$ cat src/rtl/demux_pkg.sv
// Shared definitions for the demux select sequencer: channel count, FSM
// state encodings, one-hot select constants and a channel-search helper.
package demux_pkg;

  localparam int NUM_CH = 4;

  typedef enum logic [1:0] {
    ST_IDLE = 2'b00,
    ST_RUN  = 2'b01,
    ST_WRAP = 2'b10
  } state_t;

  localparam logic [3:0] SEL_NONE = 4'b0000;
  localparam logic [3:0] SEL_CH0  = 4'b0001;
  localparam logic [3:0] SEL_CH1  = 4'b0010;
  localparam logic [3:0] SEL_CH2  = 4'b0100;
  localparam logic [3:0] SEL_CH3  = 4'b1000;

  // Lowest unmasked channel index >= start; bit 2 flags that one exists.
  function automatic logic [2:0] find_ch(input logic [2:0] start, input logic [3:0] mask);
    logic [2:0] res;
    res = 3'b000;
    for (int i = NUM_CH - 1; i >= 0; i--) begin
      res = ((i >= int'(start)) && !mask[i]) ? {1'b1, i[1:0]} : res;
    end
    return res;
  endfunction

endpackage

$ cat src/rtl/onehot_enc_v.sv
// Converts a 2-bit channel pointer plus enable into a one-hot demux select;
// disabled yields no channel.
module onehot_enc_v
  import demux_pkg::*;
(
  input  logic [1:0] ptr,
  input  logic       en,
  output logic [3:0] sel
);

  // Pointer decode, gated by enable.
  always_comb begin
    sel = SEL_NONE;
    if (en) begin
      case (ptr)
        2'd0:    sel = SEL_CH0;
        2'd1:    sel = SEL_CH1;
        2'd2:    sel = SEL_CH2;
        2'd3:    sel = SEL_CH3;
        default: sel = SEL_NONE;
      endcase
    end else begin
      sel = SEL_NONE;
    end
  end

endmodule

$ cat src/rtl/demux_sel_seq_v.sv
// Sequences accepted beats across four demux channels, a programmable dwell
// per channel. Optional channel skipping via macro DEMUX_SEL_SEQ_SKIP_EN.
module demux_sel_seq_v
  import demux_pkg::*;
#(
  parameter int DWELL_W = 4
) (
  input  logic               i_clk,
  input  logic               i_rst,
  input  logic               i_en,
  input  logic [DWELL_W-1:0] i_dwell,
  input  logic               i_valid,
  input  logic               i_data,
`ifdef DEMUX_SEL_SEQ_SKIP_EN
  input  logic [3:0]         i_skip_mask,
`endif
  output logic               o_ready,
  output logic               o_a,
  output logic [3:0]         o_sel_code,
  output logic               o_vld,
  output logic               o_wrap
);

  localparam logic [DWELL_W-1:0] DWELL_ONE  = DWELL_W'(1'b1);
  localparam logic [DWELL_W-1:0] DWELL_ZERO = {DWELL_W{1'b0}};

  state_t             state_r, state_n_s;
  logic [1:0]         ptr_r, ptr_n_s;
  logic [DWELL_W-1:0] cnt_r, cnt_n_s;
  logic [DWELL_W-1:0] dwell_r, dwell_n_s, dwell_eff_s;
  logic [3:0]         mask_r, mask_n_s, skip_mask_s;
  logic [2:0]         first_ch_s, next_ch_s;
  logic               accept_s;
  logic               dwell_done_s;
  logic [3:0]         sel_s;

`ifdef DEMUX_SEL_SEQ_SKIP_EN
  assign skip_mask_s = i_skip_mask;
`else
  assign skip_mask_s = 4'b0000;
`endif

  // A dwell of zero behaves as one; the counter only reaches dwell-1, so all-ones never overflows.
  assign dwell_eff_s  = (i_dwell == DWELL_ZERO) ? DWELL_ONE : i_dwell;
  assign accept_s     = i_valid & o_ready;
  assign dwell_done_s = (cnt_r == (dwell_r - DWELL_ONE));
  assign first_ch_s   = find_ch(3'd0, skip_mask_s);
  assign next_ch_s    = find_ch({1'b0, ptr_r} + 3'd1, mask_r);

  onehot_enc_v u_enc (
    .ptr (ptr_r),
    .en  (accept_s),
    .sel (sel_s)
  );

  // Next-state, pointer, counter and latched-configuration logic.
  always_comb begin
    state_n_s = state_r;
    ptr_n_s   = ptr_r;
    cnt_n_s   = cnt_r;
    dwell_n_s = dwell_r;
    mask_n_s  = mask_r;
    case (state_r)
      ST_IDLE: begin
        cnt_n_s = DWELL_ZERO;
        if (i_en && first_ch_s[2]) begin
          state_n_s = ST_RUN;
          ptr_n_s   = first_ch_s[1:0];
          dwell_n_s = dwell_eff_s;
          mask_n_s  = skip_mask_s;
        end else begin
          state_n_s = ST_IDLE;
          ptr_n_s   = 2'd0;
        end
      end
      ST_RUN: begin
        if (!i_en) begin
          state_n_s = ST_IDLE;
          ptr_n_s   = 2'd0;
          cnt_n_s   = DWELL_ZERO;
        end else if (accept_s && dwell_done_s) begin
          cnt_n_s = DWELL_ZERO;
          if (next_ch_s[2]) begin
            ptr_n_s = next_ch_s[1:0];
          end else begin
            state_n_s = ST_WRAP;
            ptr_n_s   = 2'd0;
          end
        end else if (accept_s) begin
          cnt_n_s = cnt_r + DWELL_ONE;
        end else begin
          state_n_s = ST_RUN;
        end
      end
      ST_WRAP: begin
        cnt_n_s   = DWELL_ZERO;
        dwell_n_s = dwell_eff_s;
        mask_n_s  = skip_mask_s;
        if (i_en && first_ch_s[2]) begin
          state_n_s = ST_RUN;
          ptr_n_s   = first_ch_s[1:0];
        end else begin
          state_n_s = ST_IDLE;
          ptr_n_s   = 2'd0;
        end
      end
      default: begin
        state_n_s = ST_IDLE;
        ptr_n_s   = 2'd0;
        cnt_n_s   = DWELL_ZERO;
      end
    endcase
  end

  // State and registered outputs; outputs follow the state being entered.
  always_ff @(posedge i_clk) begin
    if (i_rst) begin
      state_r    <= ST_IDLE;
      ptr_r      <= 2'd0;
      cnt_r      <= DWELL_ZERO;
      dwell_r    <= DWELL_ONE;
      mask_r     <= 4'b0000;
      o_ready    <= 1'b0;
      o_a        <= 1'b0;
      o_sel_code <= SEL_NONE;
      o_vld      <= 1'b0;
      o_wrap     <= 1'b0;
    end else begin
      state_r    <= state_n_s;
      ptr_r      <= ptr_n_s;
      cnt_r      <= cnt_n_s;
      dwell_r    <= dwell_n_s;
      mask_r     <= mask_n_s;
      o_ready    <= (state_n_s == ST_RUN);
      o_a        <= accept_s & i_data;
      o_sel_code <= sel_s;
      o_vld      <= accept_s;
      o_wrap     <= (state_n_s == ST_WRAP);
    end
  end

endmodule

$ cat config.mk
export PLATFORM = sky130hd
export DESIGN_NAME = demux_sel_seq_v
export DESIGN_NICKNAME = d
export VERILOG_FILES = /design/src/rtl/demux_pkg.sv /design/src/rtl/onehot_enc_v.sv /design/src/rtl/demux_sel_seq_v.sv
export SDC_FILE = /design/constraint.sdc
export NUM_CORES = 1
export LEC_CHECK = 0
export ABC_AREA = 0
export BUFFER_PORTS_ARGS = -buffer_cell sky130_fd_sc_hd__buf_2
export CAP_MARGIN = 10
export CORE_MARGIN = 2
export CORE_UTILIZATION = 49
export DETAILED_ROUTE_END_ITERATION = 16
export PLACE_DENSITY_LB_ADDON = 0.05
export SKIP_CTS_REPAIR_TIMING = 1
export SLEW_MARGIN = 20
export SYNTH_ARGS = -nofsm -noshare
export SYNTH_HDL_FRONTEND = slang
export SYNTH_HIERARCHICAL = 1
export SYNTH_SLANG_ARGS = --single-unit
$ cat constraint.sdc
create_clock -name i_clk -period 2.9 [get_ports i_clk]
set_clock_uncertainty 0.05 [all_clocks]
set_input_delay 0.725 -clock i_clk [delete_from_list [all_inputs] [get_ports i_clk]]
set_output_delay 0.725 -clock i_clk [all_outputs]
set_load 0.02 [all_outputs]
# ---- Word level (Yosys, flattened, before mapping)
# Index checks and enable logic that the tools add are counted.
dict set report op_classes {
  addsub 3
  eq_ne 9
  div_mod_pow 0
  order_cmp 4
  reduce_logical 18
  n_shift 0
  muxes 17
  n_bitwise 5
  n_mul 0
}
# op count
set op_table {}
lappend op_table {{$pmux 4 s2} 2}
lappend op_table {{$pmux 4 s4} 1}
lappend op_table {{$mux 3} 4}
lappend op_table {{$mux 4} 3}
lappend op_table {{$mux 2} 5}
lappend op_table {{$eq 2x2->1 const B} 4}
lappend op_table {{$eq 2x1->1 const B} 3}
lappend op_table {{$ge 1x3->1 const A} 2}
lappend op_table {{$ge 2x3->1 const A} 2}
lappend op_table {{$logic_and 1x1->1} 5}
lappend op_table {{$add 4x1->4 const B} 1}
lappend op_table {{$eq 4x4->1} 1}
lappend op_table {{$logic_not 1->1} 4}
lappend op_table {{$logic_not 2->1} 2}
lappend op_table {{$logic_not 4->1} 1}
lappend op_table {{$pmux 2 s2} 1}
lappend op_table {{$reduce_or 2->1} 2}
lappend op_table {{$reduce_or 4->1} 1}
lappend op_table {{$sub 4x1->4 const B} 1}
lappend op_table {{$add 2x1->3 const B} 1}
lappend op_table {{$not 1->1} 3}
lappend op_table {{$reduce_or 3->1} 1}
lappend op_table {{$and 1x1->1} 2}
lappend op_table {{$ne 2x2->1 const B} 1}
lappend op_table {{3 further kinds} 3}
dict set report totals {
  out_inout_bits 8
  latchBits 0
  mem_count 0
  input_bits 9
  elab_cells 66
  romBits 0
  ram_bits 0
  regBits 24
}

# ---- Logic depth before layout (Yosys ltp)
dict set report depth {
  ltp_word 12
  depth_mapped 6
  depth_no_buf 6
}

# ---- By module
# Netlist, hierarchy kept.
# module area_each_um2 seq_area_each_um2 cells_each instances
set modules_own_cells {}
lappend modules_own_cells {demux_sel_seq_v 814.5 400.4 78 1}
lappend modules_own_cells {onehot_enc_v 37.5 0.0 4 1}

# ---- Worst setup path before layout
# Ideal clock, no wire load.
dict set report synth_timing {
  path_type {in2reg}
  start {in i_valid}
  end {reg ptr_r[0]}
  cell_stages 4
  required_ns 2.779
  slack_ns 0.938
  setup_time_ns 0.071
  arrival_ns 1.841
  n_path_buf 0
  path_cell_list {nand2_1 > or4_4 > or4_1 > a21oi_1}
}
dict set report synth_between {
  elab_chain_len 2
}
# element line
set synth_lines {}
lappend synth_lines {{start: declaration} demux_sel_seq_v.sv:12} ;# input logic i_valid,
lappend synth_lines {{$and 1x1->1} demux_sel_seq_v.sv:45} ;# assign accept_s = i_valid & o_ready;
lappend synth_lines {{$logic_and 1x1->1} demux_sel_seq_v.sv:81} ;# end else if (accept_s && dwell_done_s) begin
lappend synth_lines {{end signal: assignment} demux_sel_seq_v.sv:130} ;# ptr_r <= ptr_n_s;
lappend synth_lines {{end: declaration} demux_sel_seq_v.sv:28} ;# logic [1:0] ptr_r, ptr_n_s;
# Every way passes these cells.
# A chain may end at the register's enable or synchronous reset.

# ---- Worst setup path after layout
dict set report layout_timing {
  start {reg dwell_r[0]}
  end {reg ptr_r[0]}
}
dict set report layout_between {
  elab_chain_len 3
}
# element line
set layout_lines {}
lappend layout_lines {{start: declaration} demux_sel_seq_v.sv:30} ;# logic [DWELL_W-1:0] dwell_r, dwell_n_s, dwell_eff_s;
lappend layout_lines {{start signal: assignment} demux_sel_seq_v.sv:132} ;# dwell_r <= dwell_n_s;
lappend layout_lines {{$sub 4x1->4} demux_sel_seq_v.sv:46} ;# assign dwell_done_s = (cnt_r == (dwell_r - DWELL_ONE));
lappend layout_lines {{$eq 4x4->1} demux_sel_seq_v.sv:46}
lappend layout_lines {{$logic_and 1x1->1} demux_sel_seq_v.sv:81}
# Every way passes these cells.

==> results.py <==
metrics = {
    "worst_setup_path": {
        "critPathMaxFanout": 4,
        "criticalPathCategory": "reg -> reg",
        "worstSetupEndpointType": "flop",
        "critPathArrivalTime_ns": 2.20,
        "critical_path_required_ns": 3.08,
        "cp-start-kind": "flop",
    },
    "global_routing": {
        "grt_remaining_overflow": 0,
        "first_global_vias": 552,
        "pin_count_of_the_biggest_net_entering_global_routing": 13,
        "wire_length_of_the_first_global_routing_pass_um": 2340,
        "total_global_route_track_usage": 0.158,
        "grt_antenna_before_repair": 0,
    },
    "synthesis": {
        "synth-seq-area-share": 0.470,
        "avgSynthCellArea_um2": 10.4,
        "post_synth_inst_count": 82,
        "netlist-cell-type-count": 29,
        "yosys_warnings": 6,
        "cell_area_after_synthesis_um2": 852,
        "synthesis.nets": 95,
        "number_of_synthesized_register_bits": 20,
    },
    "die": {
        "floorplan.die.height_um": 45.7,
        "core.rowCount": 15,
        "dieArea_um2": 2090,
        "initial_standard_cell_utilization_of_the_core": 0.504,
        "chipWidth_um": 45.7,
        "core-area_um2": 1690,
        "boundaryPins": 17,
    },
    "sta": {
        "achievable-frequency_mhz": 495,
        "final-setup-viol-count": 0,
        "finalCriticalPeriod_ns": 2.02,
        "grt_setup_unrepaired": "false",
        "setup_total_negative_slack_ns": 0,
        "slew_headroom": 0.671,
        "min_period_over_period": 0.696,
        "timing_max_transition_violations_final": 0,
        "final_hold_viol_count": 0,
        "worst-slew-pin-transition_ns": 0.492,
    },
    "cells_and_area": {
        "finish.instance_area_um2": 1000,
        "syn2layout_area_growth_pct": 17.6,
        "layout-drive-gt1-share": 0.238,
        "postLayoutCoreUtil": 0.593,
        "insertedDiodeCount": 0,
        "final_nets": 115,
    },
    "detailed_routing": {
        "detail_route.wirelength_um": 1370,
        "remaining_drc_errors": 0,
        "first_pass_iters": 4,
        "avgViaCountPerCell": 5.17,
        "ant_nets": 0,
        "overall_via_count_from_detail_route": 610,
        "wl_per_cell_um": 11.6,
        "iteration_0_drc_markers": 3,
    },
    "clock_network": {
        "tritoncts_clock_tree": "built",
        "clkSlewWorstSetupHoldPaths_ns": 0.11,
        "worst_skew_pair.late_latency_ns": 0.29,
        "numClockSinks": 20,
        "cts_htree_levels": 1,
        "clock_buffers_created_by_tritoncts": 3,
        "cts.path.max_buffers": 2,
        "ctsRootBufferMaster": "clkbuf_4",
    },
    "place": {
        "dpl_cell_area_um2": 950,
        "finalWeightedCongestion": 0.704,
        "hpwlAfterDp_um": 1040,
        "port_buffer_count": 16,
    },
    "flow_run": {
        "drv_cap": 0,
    },
    "power_and_ir_drop": {
        "vdd_ir_drop_max_mv": 0.432,
        "leakagePower_nw": 0.469,
        "totalPowerFinal_mw": 0.550,
        "power-per-cell-area_nw_per_um2": 549,
    },
    "status": {
        "run_status": "finished, final reports clean",
    },
    "min_path": {
        "hold_path.class": "reg -> reg",
    },
}
-- placed cells by master, fill, tap and decap left out, types with 2 or more instances in the layout --
master	synthesis	routed
nor3_1	6	6
dfxtp_1	20	20
buf_2	0	16
xor2_1	2	2
nor2_1	6	6
and3_1	2	2
xnor2_1	5	5
inv_1	3	3
ha_1	4	4
mux2i_1	5	5
clkbuf_4	0	3
a31oi_1	2	2
nand2_1	5	5
and3b_1	2	2
nor2b_1	4	4
-- where the power goes --
part | internal, mW | switching, mW | total [mW]
combinational | 0.0218 | 0.0223 | 0.0441
clock | 0.140 | 0.0808 | 0.220
sequential | 0.281 | 0.00493 | 0.286
total | 0.442 | 0.108 | 0.550
-- metal layers --
metal,GRT usage,vias to the layer above,wire length [um]
met5,0,-,0
met4,0.0857,0,15
met3,0.0357,2,67
met2,0.237,15,595
met1,0.211,272,690
li1,-,321,-
-- final timing paths --
kind	slack, ns	cells after the start	end	start
worst min-delay path	0.45	2	o_vld	o_ready
worst min register to register	0.45	2	o_vld	o_ready
worst max register to register	0.88	6	ptr_r[0]	dwell_r[0]
worst max-delay path	0.88	6	ptr_r[0]	dwell_r[0]
-- registers in the layout, summed over array words and instances, names as in the netlist --
name,flops
state_r,2
cnt_r,4
o_ready,1
o_vld,1
dwell_r,4
o_a,1
o_sel_code,4
ptr_r,2
o_wrap,1
-- synth_stat cells --
library cell  count  area share
a211o_1           1       0.010
a21oi_1           1      0.0059
a31oi_1           2       0.015
and2_1            1      0.0073
and3_1            2       0.015
and3_2            1      0.0088
and3b_1           2       0.021
clkbuf_1          1      0.0044
dfxtp_1          20        0.47
ha_1              4       0.059
inv_1             3       0.013
mux2i_1           5       0.059
nand2_1           5       0.022
nand3b_1          1      0.0088
nand4_1           1      0.0073
nor2_1            6       0.026
nor2_2            1      0.0073
nor2b_1           4       0.029
nor3_1            6       0.035
nor3b_2           1       0.015
nor4bb_1          1       0.012
o21ai_0           1      0.0059
o21bai_1          1      0.0088
or4_1             1      0.0088
or4_4             1       0.013
or4bb_1           1       0.013
xnor2_1           5       0.051
xor2_1            2       0.021
xor3_1            1       0.028
-- cells by family (layout without fill, tap and decap cells) --
group,after synthesis,after routing,share of synthesized area
xor+xnor,8,8,0.0999
fa+ha+maj,4,4,0.0587
mux,5,5,0.0587
buf+inv,4,23,0.0176
simple gates,35,35,0.250
flops,20,20,0.470
compound gates,6,6,0.0455
-- layout make-up --
class / instances / area, um^2
tap: 17 / 21.3
inverter: 3 / 11.3
timing repair buffer: 16 / 80.1
multi-input combinational: 58 / 437
sequential: 20 / 400
fill: 161 / 687
clock inverter: 1 / 30.0
clock buffer: 3 / 22.5
-- metrics by stage --
step | instances | setup slack [ns] | hold WS, ns
finish | 118 | 0.881 | 0.452
CTS | 118 | 0.862 | 0.461
global placement | 114 | 0.843 | 0.450
global route | 118 | 0.746 | 0.501
detailed placement | 114 | 0.815 | 0.443
floorplan | 82 | 0.938 | 0.413
-- critical path, stage by stage, from the launching register on --
cell,delay [ns]
dfxtp_1,0.40
inv_1,0.06
ha_1,0.20
xor3_1,0.19
or4_4,0.53
or4_1,0.41
a21oi_1,0.13
No activity file was read; power rests on OpenSTA's default activity.
